<file path="src/rtl/spu_op_scheduler.sv">
// spu_op_scheduler: round-robin arbiter that time-shares one SPU operation
// datapath between NUM_REQ requesters. It latches the winning packet onto
// the operand bus, waits the fixed datapath latency, and returns the result
// tagged with the owner's ID.
module spu_op_scheduler #(
    parameter int NUM_REQ    = 4,
    parameter int DP_LATENCY = 2,
    parameter int ID_W       = $clog2(NUM_REQ)
) (
    input  logic                    clk,
    input  logic                    rst_n,
    input  logic [NUM_REQ-1:0]      req_valid,
    input  logic [16*NUM_REQ-1:0]   req_data,
    output logic [NUM_REQ-1:0]      req_ready,
    output logic [3:0]              dp_a,
    output logic [3:0]              dp_b,
    output logic [2:0]              dp_c,
    output logic [2:0]              dp_d,
    output logic [1:0]              dp_opsel,
    output logic                    dp_issue,
    input  logic [7:0]              dp_result,
    output logic                    rsp_valid,
    output logic [7:0]              rsp_data,
    output logic [ID_W-1:0]         rsp_id,
    input  logic                    rsp_ready,
    output logic                    busy
);

    typedef enum logic [1:0] {
        IDLE  = 2'd0,
        ISSUE = 2'd1,
        WAIT  = 2'd2,
        RESP  = 2'd3
    } state_t;

    state_t          state;
    logic [ID_W-1:0] ptr;
    logic [3:0]      cnt;

    logic            grant_vld;
    logic [ID_W-1:0] grant_idx;
    logic [15:0]     pkt;

    // Requester index reached k steps above the pointer, wrapping at NUM_REQ.
    function automatic logic [ID_W-1:0] rr_idx(input logic [ID_W-1:0] base, input int k);
        logic [ID_W:0] sum;
        sum = {1'b0, base} + (ID_W+1)'(k);
        if (sum >= (ID_W+1)'(NUM_REQ))
            sum = sum - (ID_W+1)'(NUM_REQ);
        return sum[ID_W-1:0];
    endfunction

    // Pick the first valid requester at or above ptr; ready only in IDLE.
    always_comb begin
        grant_vld = 1'b0;
        grant_idx = '0;
        req_ready = '0;
        for (int k = 0; k < NUM_REQ; k++) begin
            if (!grant_vld && req_valid[rr_idx(ptr, k)]) begin
                grant_vld = 1'b1;
                grant_idx = rr_idx(ptr, k);
            end
        end
        if (state == IDLE && grant_vld)
            req_ready[grant_idx] = 1'b1;
    end

    assign pkt = req_data[16*grant_idx +: 16];

    // Operation FSM; every output except req_ready is a register.
    always_ff @(posedge clk or negedge rst_n) begin
        if (!rst_n) begin
            state     <= IDLE;
            ptr       <= '0;
            cnt       <= '0;
            dp_a      <= '0;
            dp_b      <= '0;
            dp_c      <= '0;
            dp_d      <= '0;
            dp_opsel  <= '0;
            dp_issue  <= 1'b0;
            rsp_valid <= 1'b0;
            rsp_data  <= '0;
            rsp_id    <= '0;
            busy      <= 1'b0;
        end else begin
            case (state)
                IDLE: begin
                    // grant_vld in IDLE is exactly a valid&ready transfer
                    if (grant_vld) begin
                        dp_a     <= pkt[3:0];
                        dp_b     <= pkt[7:4];
                        dp_c     <= pkt[10:8];
                        dp_d     <= pkt[13:11];
                        dp_opsel <= pkt[15:14];
                        rsp_id   <= grant_idx;
                        dp_issue <= 1'b1;
                        busy     <= 1'b1;
                        state    <= ISSUE;
                    end
                end
                ISSUE: begin
                    dp_issue <= 1'b0;
                    cnt      <= 4'(DP_LATENCY);
                    state    <= WAIT;
                end
                WAIT: begin
                    cnt <= cnt - 4'd1;
                    // cnt==1 marks the cycle where dp_result is valid
                    if (cnt <= 4'd1) begin
                        rsp_data  <= dp_result;
                        rsp_valid <= 1'b1;
                        state     <= RESP;
                    end
                end
                RESP: begin
                    // rsp_* hold until the consumer takes the response
                    if (rsp_ready) begin
                        rsp_valid <= 1'b0;
                        busy      <= 1'b0;
                        ptr       <= (rsp_id == ID_W'(NUM_REQ-1)) ? '0 : rsp_id + ID_W'(1);
                        state     <= IDLE;
                    end
                end
                default: state <= IDLE;
            endcase
        end
    end

endmodule

</file>
<file path="config.mk">
export PLATFORM = sky130hd
export DESIGN_NAME = spu_op_scheduler
export DESIGN_NICKNAME = d
export VERILOG_FILES = /design/src/rtl/spu_op_scheduler.sv
export SDC_FILE = /design/constraint.sdc
export NUM_CORES = 1
export LEC_CHECK = 0
export CORE_MARGIN = 1
export CORE_UTILIZATION = 42
export DETAILED_ROUTE_END_ITERATION = 6
export PLACE_DENSITY = 0.92
export SKIP_LAST_GASP = 1
export SLEW_MARGIN = 25
export SYNTH_ARGS = -nofsm -noshare
export SYNTH_HDL_FRONTEND = slang
export SYNTH_SLANG_ARGS = --single-unit
</file>
<file path="constraint.sdc">
create_clock -name clk -period 2.3 [get_ports clk]
set_input_delay 0.46 -clock clk [delete_from_list [all_inputs] [get_ports clk]]
set_output_delay 0.46 -clock clk [all_outputs]
set_load 0.005 [all_outputs]
</file>
==> summary.md, run 1 <==
| Metric | Value |
|---|---|
| Status | `completed` |
| CTS tree | `built` |
| Endpoints failing setup | `0` |
| Max-Slew Margin vs Limit | `between 40% and 50%` |
| DRT Wirelength | `6140 µm` |
| Seq cells post-synth | `37` |
| Routed len/inst | `around 16 µm` |
| Final Hold Fails | `0` |
| Max FO, Critical Path | `4` |
| Crit Path Class | `in2out` |
| Starting density of the core | `between 40 and 50%` |
| First-pass GRT wire length | `9360 µm` |
| Seq/Total Area, Yosys | `44.0%` |
| Post-DP HPWL | `4710 µm` |
| Chip Height | `72.7 µm` |
| Worst slew pin tran | `0.863 ns` |
| FILL cells | `approximately 360` |
| Pre-CTS setup slack | `-0.480 ns` |
| Syn nets | `282` |
| Met1 Track Usage GR | `29.4%` |
| Setup Skew | `0.00859 ns` |
| Most frequent cells in the layout | `102 x clkdlybuf4s50_1, 37 x dfrtp_1, 34 x nand2_1, 34 x mux2i_1, 16 x o221ai_1` |
| Area Growth Syn to Fin | `64.3%` |
| Initial DRC Count | `118` |
| Worst setup margin | `0.0323 ns` |
| Core area | `0.00475 mm²` |
| Slew Viols, Final | `0` |
| Die X | `72.7 µm` |
| Antenna cells | `0` |
| Die ar. | `0.00529 mm²` |
| Grt ovf | `0` |
| Area of the mapped netlist | `0.00210 mm²` |
| Leakage power | `1.58 nW` |
| Post-detailed-route count of antenna-violating nets | `0` |
| CTS Root Buffer Type | `clkbuf_8` |
| Data required, critical path | `1.84 ns` |
| Via Count | `~2,000` |
| F_max | `441 MHz` |
| Initial antenna violation count | `0` |
| Placer congestion estimate | `0.773` |
| Cell variety after synth | `31` |
| Cells after synthesis | `around 200` |
| Port-buffer cells | `111` |
| Total GRT Usage | `23.5%` |
| Warnings, synthesis | `0` |
| Clock latency at the later pin of the worst-skew pair | `0.29 ns` |
| Drt drc | `0` |
| CTS Buffer Depth | `2` |
| M2 GR Usage | `between 30% and 40%` |
| Max-Cap Viols | `0` |
| Detailed Routing Iterations Pass 1 | `4` |
| VDD IR-drop max | `0.000658 V` |
| # rows | `25` |
| Largest net degree at the start of global routing | `38` |
| Mean Syn Cell Area | `10.8 µm²` |
| Post-layout minimum cycle time | `2.27 ns` |
| Htree depth | `2` |
| Final period utilization | `98.6%` |
| M3 GR Usage | `4.01%` |
| Crit. End Element | `output port` |
| Inserted Clock Buffers | `5` |
| Commonest non-fill, non-tap cell in the layout | `clkdlybuf4s50_1` |
| NumNets Final | `~400` |
| Grt peak-use layer | `met2` |
| Power, Total | `3.91 mW` |
| Share of cells above drive strength 1 | `between 10 and 15%` |
| CTS clk-pin slew, worst paths | `0.08 ns` |
| Hold Path Class | `in2async` |
| Clock sinks | `37` |
| IO Count | `112` |
| Vias per cell | `between 5 and 6` |
| Pwr dens | `1130 mW/mm²` |
| Vias in the first global route | `1,977` |
| Critical Path AT | `1.81 ns` |
| Startpoint types | `input pin` |
==> Yosys cell counts <==
cell	count	area (µm²)
or3_1	1	6.26
a21oi_1	3	15.0
nand3_1	3	15.0
nand2_1	34	128
o221ai_1	16	140
nor2_1	6	22.5
dfrtp_1	37	926
o211ai_1	1	7.51
inv_2	1	3.75
nand2b_1	4	25.0
clkbuf_1	3	11.3
ha_1	8	100
and3_1	2	12.5
o21ai_0	5	25.0
nor2b_1	1	6.26
mux2_2	10	113
o32ai_2	1	16.3
buf_2	1	5.00
o2bb2ai_1	1	8.76
mux2i_1	34	340
and2_0	1	6.26
inv_1	7	26.3
buf_12	2	40.0
a31oi_1	1	6.26
nor3_1	3	15.0
o31ai_1	2	15.0
buf_6	3	33.8
o22ai_1	1	6.26
o32a_2	1	11.3
a211o_1	1	8.76
nand4_1	1	6.26
==> kinds of logic after synthesis <==
family / after synthesis / share of synthesized area, %
buf+inv: 17 / 5.71
mux: 44 / 21.5
compound gates: 33 / 12.4
flops: 37 / 44.0
fa+ha+maj: 8 / 4.76
simple gates: 56 / 11.5
==> state kept, by name, indices dropped and copies added (netlist names) <==
signal,flops
rsp_data,8
cnt,4
dp_a,4
dp_b,4
dp_c,3
dp_d,3
dp_opsel,2
ptr,2
rsp_id,2
state,2
busy,1
dp_issue,1
rsp_valid,1
==> critical path: stages <==
cell and delay [ns]:
dlygate4sd2_1 0.31, o22ai_1 0.12, a211o_2 0.32, buf_4 0.16, and3_1 0.18, dlygate4sd2_1 0.26
==> stage by stage <==
step	area (µm²)	hold slack (ns)	setup TNS, ns	instances	utilization (%)
finish	3450	0.277	0	385	72.7
global route	3450	0.347	-0.0246	385	72.7
CTS	3440	0.305	0	383	72.3
detailed placement	3280	0.472	-2.00	372	68.9
global placement	3280	0.468	-1.32	372	68.9
floorplan	2100	0.164	0	195	-
==> what timing repair did <==
action,CTS,global route
buffers inserted,3,2
hold buffers,0,0
resized for setup,19,5
setup endpoints to repair,4,3
pin swaps,3,1
==> path summary, 6_finish.rpt <==
| check | start | to | slack (ns) | cells past startpoint |
|---|---|---|---|---|
| max in group asynchronous | rst_n | rsp_id[1] | 1.48 | 1 |
| max reg2reg | ptr[0] | dp_d[1] | 0.23 | 8 |
| min reg2reg | dp_b[0] | dp_b[0] | 0.49 | 2 |
| min in group clk | dp_b[0] | dp_b[0] | 0.49 | 2 |
| max | req_valid[3] | req_ready[0] | 0.03 | 6 |
| min | rst_n | rsp_data[0] | 0.28 | 1 |
==> power by group <==
group	total, mW	switching, mW	internal, mW
clock network	0.592	0.238	0.354
logic	2.14	0.909	1.23
registers	1.18	0.212	0.971
total	3.91	1.36	2.55
==> per-layer routing <==
| metal | vias up | routed length, µm |
|---|---|---|
| met5 | - | 0 |
| met4 | 0 | 171 |
| met3 | 16 | 231 |
| met2 | 60 | 3200 |
| met1 | 944 | 2540 |
| li1 | 953 | - |
==> layout make-up <==
class / count / area [µm²] / area share [%]
tap: 67 / 83.8 / 2.43
inverter: 8 / 30.0 / 0.869
timing repair buffer: 124 / 1200 / 34.7
multi-input combinational: 141 / 1100 / 31.8
clock inverter: 1 / 30.0 / 0.869
sequential: 37 / 926 / 26.8
clock buffer: 7 / 86.3 / 2.50
(Power assumes the default switching activity.)
==> run 2: changes to the inputs <==
--- a/config.mk
+++ b/config.mk
@@ -5,8 +5,10 @@
 export SDC_FILE = /design/constraint.sdc
 export NUM_CORES = 1
 export LEC_CHECK = 0
+export ABC_CLOCK_PERIOD_IN_PS = 2300
 export CORE_MARGIN = 1
 export CORE_UTILIZATION = 42
+export CTS_CLUSTER_SIZE = 25
 export DETAILED_ROUTE_END_ITERATION = 6
 export PLACE_DENSITY = 0.92
 export SKIP_LAST_GASP = 1
==> results of run 2 <==
The final DEF is identical to that of run 1; final timing and power are the same.
==> run 3: changes to the inputs <==
--- a/config.mk
+++ b/config.mk
@@ -5,6 +5,7 @@
 export SDC_FILE = /design/constraint.sdc
 export NUM_CORES = 1
 export LEC_CHECK = 0
+export ABC_AREA = 0
 export ABC_CLOCK_PERIOD_IN_PS = 2300
 export CORE_MARGIN = 1
 export CORE_UTILIZATION = 42
==> results of run 3 <==
The final DEF is identical to that of run 1; final timing and power are the same.
